--- config.mk ---
export PLATFORM = sky130hd
export DESIGN_NAME = spi_reg_slave
export DESIGN_NICKNAME = d
export VERILOG_FILES = /design/src/rtl/spi_reg_pkg.sv /design/src/rtl/spi_sync_edge.sv /design/src/rtl/spi_reg_slave.sv
export SDC_FILE = /design/constraint.sdc
export NUM_CORES = 1
export LEC_CHECK = 0
export CORE_MARGIN = 8
export CORE_UTILIZATION = 45
export DETAILED_ROUTE_END_ITERATION = 16
export PLACE_DENSITY = 0.76
export SLEW_MARGIN = 25
export SYNTH_ARGS = -nofsm -noshare
export SYNTH_HDL_FRONTEND = slang
export SYNTH_SLANG_ARGS = --single-unit
--- constraint.sdc ---
create_clock -name clk -period 5 [get_ports clk]
set_input_delay 0.5 -clock clk [delete_from_list [all_inputs] [get_ports clk]]
set_output_delay 0.5 -clock clk [all_outputs]
set_load 0.1 [all_outputs]
--- src/rtl/spi_reg_pkg.sv ---
// Shared types and helpers for the SPI register slave: FSM states, command
// bit position and SCK edge selection per SPI mode.
package spi_reg_pkg;

    typedef enum logic [1:0] {
        S_IDLE = 2'd0,
        S_CMD  = 2'd1,
        S_DATA = 2'd2
    } state_e;

    function automatic int cmd_wr_bit(input int data_w);
        return data_w - 1;
    endfunction

    // Returns {sample, shift} strobes; leading edge is the move away from CPOL.
    function automatic logic [1:0] edge_sel(input logic cpol, input logic cpha,
                                            input logic rise, input logic fall);
        logic lead;
        logic trail;
        lead  = cpol ? fall : rise;
        trail = cpol ? rise : fall;
        return cpha ? {trail, lead} : {lead, trail};
    endfunction

endpackage

--- src/rtl/spi_sync_edge.sv ---
// 2-FF synchroniser plus an edge register; rise/fall pulses are one clk wide,
// valid 2 clk after the pin changes and acted on by the 3rd edge. No backpressure.
module spi_sync_edge #(
    parameter bit RST_VAL = 1'b0
) (
    input  logic clk,
    input  logic rst_n,
    input  logic din_i,
    output logic rise_o,
    output logic fall_o
);

    logic [2:0] sync_q;

    always_ff @(posedge clk or negedge rst_n) begin
        if (!rst_n) begin
            sync_q <= {3{RST_VAL}};
        end else begin
            sync_q <= {sync_q[1:0], din_i};
        end
    end

    assign rise_o =  sync_q[1] & ~sync_q[2];
    assign fall_o = ~sync_q[1] &  sync_q[2];

endmodule

--- src/rtl/spi_reg_slave.sv ---
// SPI slave (all four modes) with an addressed, auto-incrementing register bank.
// Write lands 4 clk after the last sample edge on the pin; the master is never stalled.
module spi_reg_slave
    import spi_reg_pkg::*;
#(
    parameter int               DATA_W    = 8,
    parameter int               NUM_REGS  = 4,
    parameter bit               CPOL      = 1'b0,
    parameter bit               CPHA      = 1'b0,
    parameter logic [DATA_W-1:0] RESET_VAL = '0,
    parameter logic [DATA_W-1:0] ID_WORD   = DATA_W'(8'hA5),
    localparam int              ADDR_W    = $clog2(NUM_REGS)
) (
    input  logic                       clk,
    input  logic                       rst_n,
    input  logic                       sck,
    input  logic                       ssel,
    input  logic                       mosi,
    output logic                       miso,
    output logic                       miso_oe,
    output logic [NUM_REGS*DATA_W-1:0] reg_out,
    output logic                       wr_stb,
    output logic [ADDR_W-1:0]          wr_addr
);

    localparam int CNT_W  = $clog2(DATA_W);
    localparam int WR_BIT = cmd_wr_bit(DATA_W);

    logic sck_rise, sck_fall, ssel_rise, ssel_fall;
    logic [1:0] mosi_sync_q;
    logic       mosi_s;
    logic [1:0] edges;
    logic       sample_stb, shift_stb, last_bit;

    state_e state_q, state_d;
    logic                               selected;
    logic [CNT_W-1:0]                   bit_cnt_q, bit_cnt_d;
    logic [DATA_W-2:0]                  rx_q, rx_d;
    logic [DATA_W-1:0]                  rx_shift;
    logic [DATA_W-1:0]                  tx_q, tx_d;
    logic [ADDR_W-1:0]                  addr_q, addr_d, addr_inc;
    logic                               wr_mode_q, wr_mode_d;
    logic                               wpend_q, wpend_d;
    logic [DATA_W-1:0]                  wdata_q, wdata_d;
    logic [ADDR_W-1:0]                  waddr_q, waddr_d;
    logic [NUM_REGS-1:0][DATA_W-1:0]    regs_q, regs_d;
    logic                               wr_stb_q, wr_stb_d;
    logic [ADDR_W-1:0]                  wr_addr_q, wr_addr_d;
    logic                               miso_q, miso_d;
    logic                               miso_oe_q, miso_oe_d;

    spi_sync_edge #(.RST_VAL(CPOL)) u_sck_sync (
        .clk    (clk),
        .rst_n  (rst_n),
        .din_i  (sck),
        .rise_o (sck_rise),
        .fall_o (sck_fall)
    );

    spi_sync_edge #(.RST_VAL(1'b1)) u_ssel_sync (
        .clk    (clk),
        .rst_n  (rst_n),
        .din_i  (ssel),
        .rise_o (ssel_rise),
        .fall_o (ssel_fall)
    );

    assign mosi_s     = mosi_sync_q[1];
    assign edges      = edge_sel(CPOL, CPHA, sck_rise, sck_fall);
    assign sample_stb = edges[1];
    assign shift_stb  = edges[0];
    assign last_bit   = (bit_cnt_q == CNT_W'(DATA_W - 1));
    assign rx_shift   = {rx_q, mosi_s};
    assign addr_inc   = addr_q + ADDR_W'(1);

    always_ff @(posedge clk or negedge rst_n) begin
        if (!rst_n) begin
            state_q <= S_IDLE;
        end else begin
            state_q <= state_d;
        end
    end

    always_comb begin
        state_d = state_q;
        if (ssel_rise) begin
            state_d = S_IDLE;
        end else if (ssel_fall) begin
            state_d = S_CMD;
        end else if (state_q == S_CMD && sample_stb && last_bit) begin
            state_d = S_DATA;
        end
    end

    always_comb begin
        selected  = (state_q != S_IDLE);
        miso_oe_d = selected;
        miso_d    = selected ? tx_q[DATA_W-1] : 1'b0;
    end

    always_comb begin
        bit_cnt_d = bit_cnt_q;
        rx_d      = rx_q;
        tx_d      = tx_q;
        addr_d    = addr_q;
        wr_mode_d = wr_mode_q;
        wpend_d   = 1'b0;
        wdata_d   = wdata_q;
        waddr_d   = waddr_q;
        regs_d    = regs_q;
        wr_stb_d  = wpend_q;
        wr_addr_d = wr_addr_q;

        if (wpend_q) begin
            regs_d[waddr_q] = wdata_q;
            wr_addr_d       = waddr_q;
        end

        if (ssel_fall) begin
            bit_cnt_d = '0;
            tx_d      = ID_WORD;
        end else if (ssel_rise) begin
            // A partial word is simply dropped; completed words already committed.
            bit_cnt_d = '0;
        end else if (selected) begin
            if (sample_stb) begin
                rx_d = rx_shift[DATA_W-2:0];
                if (last_bit) begin
                    bit_cnt_d = '0;
                    if (state_q == S_CMD) begin
                        wr_mode_d = rx_shift[WR_BIT];
                        addr_d    = rx_shift[ADDR_W-1:0];
                        tx_d      = regs_q[rx_shift[ADDR_W-1:0]];
                    end else begin
                        wpend_d = wr_mode_q;
                        wdata_d = rx_shift;
                        waddr_d = addr_q;
                        addr_d  = addr_inc;
                        tx_d    = regs_q[addr_inc];
                    end
                end else begin
                    bit_cnt_d = bit_cnt_q + CNT_W'(1);
                end
            end else if (shift_stb && bit_cnt_q != '0) begin
                // Count of zero means a fresh word whose MSB is already on miso.
                tx_d = {tx_q[DATA_W-2:0], 1'b0};
            end
        end
    end

    always_ff @(posedge clk or negedge rst_n) begin
        if (!rst_n) begin
            mosi_sync_q <= 2'b00;
            bit_cnt_q   <= '0;
            rx_q        <= '0;
            tx_q        <= '0;
            addr_q      <= '0;
            wr_mode_q   <= 1'b0;
            wpend_q     <= 1'b0;
            wdata_q     <= '0;
            waddr_q     <= '0;
            regs_q      <= {NUM_REGS{RESET_VAL}};
            wr_stb_q    <= 1'b0;
            wr_addr_q   <= '0;
            miso_q      <= 1'b0;
            miso_oe_q   <= 1'b0;
        end else begin
            mosi_sync_q <= {mosi_sync_q[0], mosi};
            bit_cnt_q   <= bit_cnt_d;
            rx_q        <= rx_d;
            tx_q        <= tx_d;
            addr_q      <= addr_d;
            wr_mode_q   <= wr_mode_d;
            wpend_q     <= wpend_d;
            wdata_q     <= wdata_d;
            waddr_q     <= waddr_d;
            regs_q      <= regs_d;
            wr_stb_q    <= wr_stb_d;
            wr_addr_q   <= wr_addr_d;
            miso_q      <= miso_d;
            miso_oe_q   <= miso_oe_d;
        end
    end

    assign reg_out = regs_q;
    assign wr_stb  = wr_stb_q;
    assign wr_addr = wr_addr_q;
    assign miso    = miso_q;
    assign miso_oe = miso_oe_q;

endmodule

==> results of run 1 <==
==> worst max-delay path by stage <==
stage,to,slack (ns)
after CTS,reg_out[21],2.57
after floorplan,tx_q[1],3.14
final,reg_out[21],2.59
after detailed placement,wdata_q[4],2.77
after global routing,reg_out[6],2.52
after global placement,wdata_q[2],2.84
==> through the flow <==
stage | std cells | power [mW] | instance area, um2
2_1_floorplan | 265 | 0.8527 | 3566
3_5_place_dp | 394 | 0.9123 | 4043
5_1_grt | 410 | 1.454 | 4258
6_report | 410 | 1.395 | 4258
3_3_place_gp | 394 | 0.9050 | 4043
4_1_cts | 410 | 1.404 | 4252
==> layout by cell type, fill, tap and decap left out, types with 6 or more instances in the layout <==
master / instances
a21oi_1: 10
clkbuf_8: 12
clkdlybuf4s50_1: 40
dfrtp_1: 76
inv_1: 8
mux2_2: 51
mux2i_1: 8
mux4_2: 12
nand2_1: 7
nor2_1: 13
nor3_1: 6
o21ai_0: 9
==> state kept, by name, summed over array words and instances (netlist names) <==
signal and cells:
wr_mode_q 1, wr_addr 2, addr_q 2, state_q 2, wdata_q 8, u_ssel_sync.sync_q 3
miso 1, mosi_sync_q 2, rx_q 7, u_sck_sync.sync_q 3, miso_oe 1, tx_q 8
bit_cnt_q 3, wr_stb 1, waddr_q 2, reg_out 32, wpend_q 1
==> metal layers <==
layer	global-route usage, %	wire (um)
met1	18.99	3458
met2	22.90	3724
met3	3.317	416
met4	7.849	230
met5	0	0
==> power by group <==
part	leakage (nW)	total [mW]	internal, mW	switching [mW]
logic	0.745	0.161	0.0656	0.0954
clock network	0.109	0.495	0.270	0.224
registers	1.05	0.739	0.688	0.0510
total	1.90	1.39	1.02	0.371
==> cell families (layout without fill, tap and decap cells) <==
group | Yosys count | after routing | synth area share (%)
fa+ha+maj | 5 | 5 | 1.754
flops | 79 | 79 | 55.54
buf+inv | 22 | 65 | 2.491
simple gates | 52 | 52 | 7.930
mux | 71 | 71 | 25.93
compound gates | 36 | 36 | 6.351
==> cell type report <==
type | instances | area, um2 | area share [%]
Clock inverter | 3 | 40.04 | 0.9403
Tap cell | 102 | 127.6 | 2.997
Sequential cell | 79 | 1981 | 46.52
Clock buffer | 13 | 168.9 | 3.967
Inverter | 8 | 30.03 | 0.7053
Timing Repair Buffer | 41 | 411.6 | 9.668
Multi-Input combinational cell | 164 | 1499 | 35.20
==> results.ini, run 1 <==
[layout]
drive_above_1_share_pct = 27.60
syn_to_final_growth_pct = 19.40
fill_cells = 651
fin_util_pct = 55.39
nets = 313
num_antenna_cells = 0

[global_routing]
grt_max_degree = 80
grt_pass1_vias = 2434
grt.overflow.total = 0
grt_pass1_wl_mm = 12.99
antenna_found_initial = 0
grt_usage_pct = 14.80

[timing]
rsz0062_at_grt = false
finClkSkew_ns = 0.007606
fin_ws_ns = 2.586
maxSlewViolCount = 0
period_share_pct = 48.28
fmax_ghz = 0.4142
holdWs_ns = 0.1823
relSlewSlack_pct = 33.54
setup_viol = 0
hold_violations = 0
setup-tns-final_ns = 0
worstMarginPinSlew_ns = 0.9938
period_needed_ns = 2.414

[synth]
ys_top_cells_by_count = dfrtp_1, mux2_2, nor2_1
synth_area_leaders = dfrtp_1, mux2_2, mux4_2
netlist_instances = 265
synth_edf_count = 0
yosys_warnings = 0
synthDistinctLibCells = 38
synth_fp_nets = 275
synth_area_mm2 = 0.003566
seq_area_frac_synth_pct = 55.54
synth_seq_cells = 79
synth_top_area_share_pct = 53.33
yosysTopAreaCell = dfrtp_1
synth_flop_cell = dfrtp_1
async_reset_ff_share_pct = 100.0
syn_area_per_cell_um2 = 13.46
synth.most_common_cell = dfrtp_1

[critical_path]
worstPathCellList = clkdlybuf4s50_1
startpoint_type = register
slowest_delay_ns = 1.17
critPathTopFamily = buffers and inverters
endpoint_kind = output pin
cp_slowest_cell = clkdlybuf4s50_1
worst-r2r-cell-count = 5
setup.worst_path.start = reg_out[21]
timing.reg2reg.setup_slack_ns = 2.77
worstReg2RegEnd = wdata_q[2]
path_class = reg -> out
cp_num_cells = 1
r2r-start = u_ssel_sync.sync_q[1]
cp_max_fo = 4
crit_buf_inv = 1
worst-endpoint-required_ns = 4.50
crit_arrival_ns = 1.91

[clock_network]
clock_latency_ns = 0.35
hold_buffers = 0
cts_made_buffers = 9
path_clk_slew_ns = 0.08
post_cts_buffers = 0
tritoncts_num_sinks = 79
clock_path_buffers = 2
h-tree-depth = 3
cts_tree = built
cts_root_buffer = clkbuf_8
cts_resized = 0

[placement]
dpl.hpwl_mm = 5.239
port_buffers = 41
post-place-ws_ns = 2.765
place.gp.congestion = 0.7678

[route]
wl_per_cell_um = 19.10
drc = 0
ant_nets = 0
drtIter0Drc = 123
num_vias = 2266
totalWireLength_mm = 7.829
dr.pass1.iters = 4
vias_per_cell = 5.527

[power]
ir_drop_v = 0.0002034
powerDensity_mw_per_mm2 = 327.6
leakagePower_nw = 1.905

[floorplan]
die_w_um = 105.0
start_util_pct = 46.39
die_area_mm2 = 0.01103
num_rows = 32
dieHeight_um = 105.0
core-area_mm2 = 0.007687
io_pins = 42

[outcome]
status = finished clean

[flow_run]
cap_violations = 0

[hold_path]
hp-class = in -> async

Note: power is estimated with default switching activity, not from simulation.
==> inputs of run 2 (changes only) <==
PLACE_DENSITY = 0.79   (was 0.76)
clock period = 2.2 ns   (was 5 ns; I/O delays follow)
==> results.ini, run 2 (synthesized netlist as in run 1, its figures left out) <==
[floorplan]
io_pins = 42
die_w_um = 105.0
die_area_mm2 = 0.01103
core-area_mm2 = 0.007687
start_util_pct = 46.39
num_rows = 32
dieHeight_um = 105.0

[layout]
num_antenna_cells = 0
fill_cells = 662
regArea_mm2 = 0.001981
largest_register_ffs = 32
syn_to_final_growth_pct = 17.58
nets = 318
multi_input_area_mm2 = 0.001500
layout.cells.most_common = dfrtp_1
final_area_mm2 = 0.004193
drive_above_1_share_pct = 40.38
final_cell_mix = dfrtp_1, mux2_2, buf_4

[global_routing]
grt_max_degree = 43
grt_pass1_wl_mm = 13.13
grt_usage_pct = 14.78
antenna_found_initial = 0
grt.overflow.total = 0
grt_pass1_vias = 2530

[critical_path]
slowest_delay_ns = 0.52
crit_arrival_ns = 2.25
path_class = reg -> reg
critPathTopFamily = simple AND/OR/NAND/NOR gates
worst-endpoint-required_ns = 2.49
worst_path_most_repeated_cell = ha_1
startpoint_type = register
worstPathCellList = ha_1 -> ha_1 -> a22oi_1 -> or4_4 -> nor4_1 -> a21o_1
endpoint_kind = register
cp_max_fo = 10
crit_buf_inv = 0
cp_slowest_cell = or4_4

[clock_network]
tritoncts_num_sinks = 79
clock_latency_ns = 0.35
path_clk_slew_ns = 0.08
clock_path_buffers = 2
cts_root_buffer = clkbuf_8
cts_tree = built
cts_made_buffers = 9
h-tree-depth = 3

[placement]
dpl-instance-area_mm2 = 0.003993
place.gp.congestion = 0.8462
dpl.hpwl_mm = 5.403
port_buffers = 41

[timing]
setup-tns-final_ns = 0
hold_violations = 0
period_needed_ns = 1.959
period_share_pct = 89.05
setup_viol = 0
holdWs_ns = 0.2764
worstMarginPinSlew_ns = 0.7595
fmax_ghz = 0.5104
maxSlewViolCount = 0
finClkSkew_ns = 0.01065
rsz0062_at_grt = false
relSlewSlack_pct = 49.37

[flow_run]
cap_violations = 0

[power]
p_total_mw = 3.094
ir_drop_v = 0.0003788
leakagePower_nw = 1.985
powerDensity_mw_per_mm2 = 737.9

[route]
drc = 0
drtIter0Drc = 148
vias_per_cell = 5.703
wl_per_cell_um = 19.16
num_vias = 2361
totalWireLength_mm = 7.933
ant_nets = 0
dr.pass1.iters = 4

[outcome]
status = finished clean

[hold_path]
hp-class = in -> reg

-- run 2: cell types whose count changed in the layout (fill, tap and decap cells not counted), sizes merged --
cell           delta
clkinvlp          +3
clkbuf            -4
clkdlybuf4s50    -37
buf              +41
dlygate4sd3       +1
-- run 2: layer usage --
metal  share of wire, %  track usage [%]
met5                  0                0
met4                2.9            6.524
met3                2.8            3.808
met2                 51            24.48
met1                 43            17.79
-- run 2: worst reg2reg max path, stage by stage (launching register included) --
cell and delay (ns):
dfrtp_1 0.38, ha_1 0.17, ha_1 0.26, a22oi_1 0.16, or4_4 0.52, nor4_1 0.31, a21o_1 0.11
-- run 2: final timing paths --
path | end | depth (start not counted) | slack, ns | from
setup / recovery | tx_q[4] | 6 | 0.24 | bit_cnt_q[0]
hold / removal | u_ssel_sync.sync_q[0] | 1 | 0.28 | ssel
setup reg to reg | tx_q[4] | 6 | 0.24 | bit_cnt_q[0]
hold reg to reg | mosi_sync_q[1] | 0 | 0.36 | mosi_sync_q[0]
max in group asynchronous | u_ssel_sync.sync_q[0] | 3 | 1.16 | rst_n
min in group asynchronous | reg_out[26] | 2 | 0.38 | rst_n
-- run 2: through the flow --
| stage | util [%] | worst slack [ns] | std cells |
|---|---|---|---|
| final | 54.54 | 0.2409 | 414 |
| after global routing | 54.54 | 0.1012 | 414 |
| after CTS | 54.49 | 0.1181 | 414 |
| after detailed placement | 51.94 | 0.1310 | 398 |
| after global placement | 51.94 | 0.2274 | 398 |
| after floorplan | - | 0.3352 | 265 |
-- run 2: power by group --
part | switching [mW] | internal, mW | leakage (nW) | total, mW
registers | 0.120 | 1.56 | 1.05 | 1.68
logic | 0.216 | 0.153 | 0.847 | 0.369
clock network | 0.527 | 0.513 | 0.0871 | 1.04
-- run 2: timing repair --
| item | in CTS | in global routing |
|---|---|---|
| hold endpoints to repair | 37 | 0 |
| endpoints found under the setup margin | 0 | 6 |
| hold buffers | 1 | 0 |
| setup buffers | 0 | 0 |
| gates resized for setup | 0 | 1 |
-- run 2: cell type report --
type | count | share of cell area [%]
flip-flops and latches | 79 | 47.24
multi-input cells | 164 | 35.78
repair buffers | 46 | 8.774
well taps | 102 | 3.044
clock buffers | 9 | 2.954
clock inverters | 6 | 1.492
inverters | 8 | 0.7162
==> inputs of run 3 (changes only) <==
CAP_MARGIN = 20   (was unset)
==> results of run 3 <==
No change in the layout: final DEF, timing and power equal those of run 2.
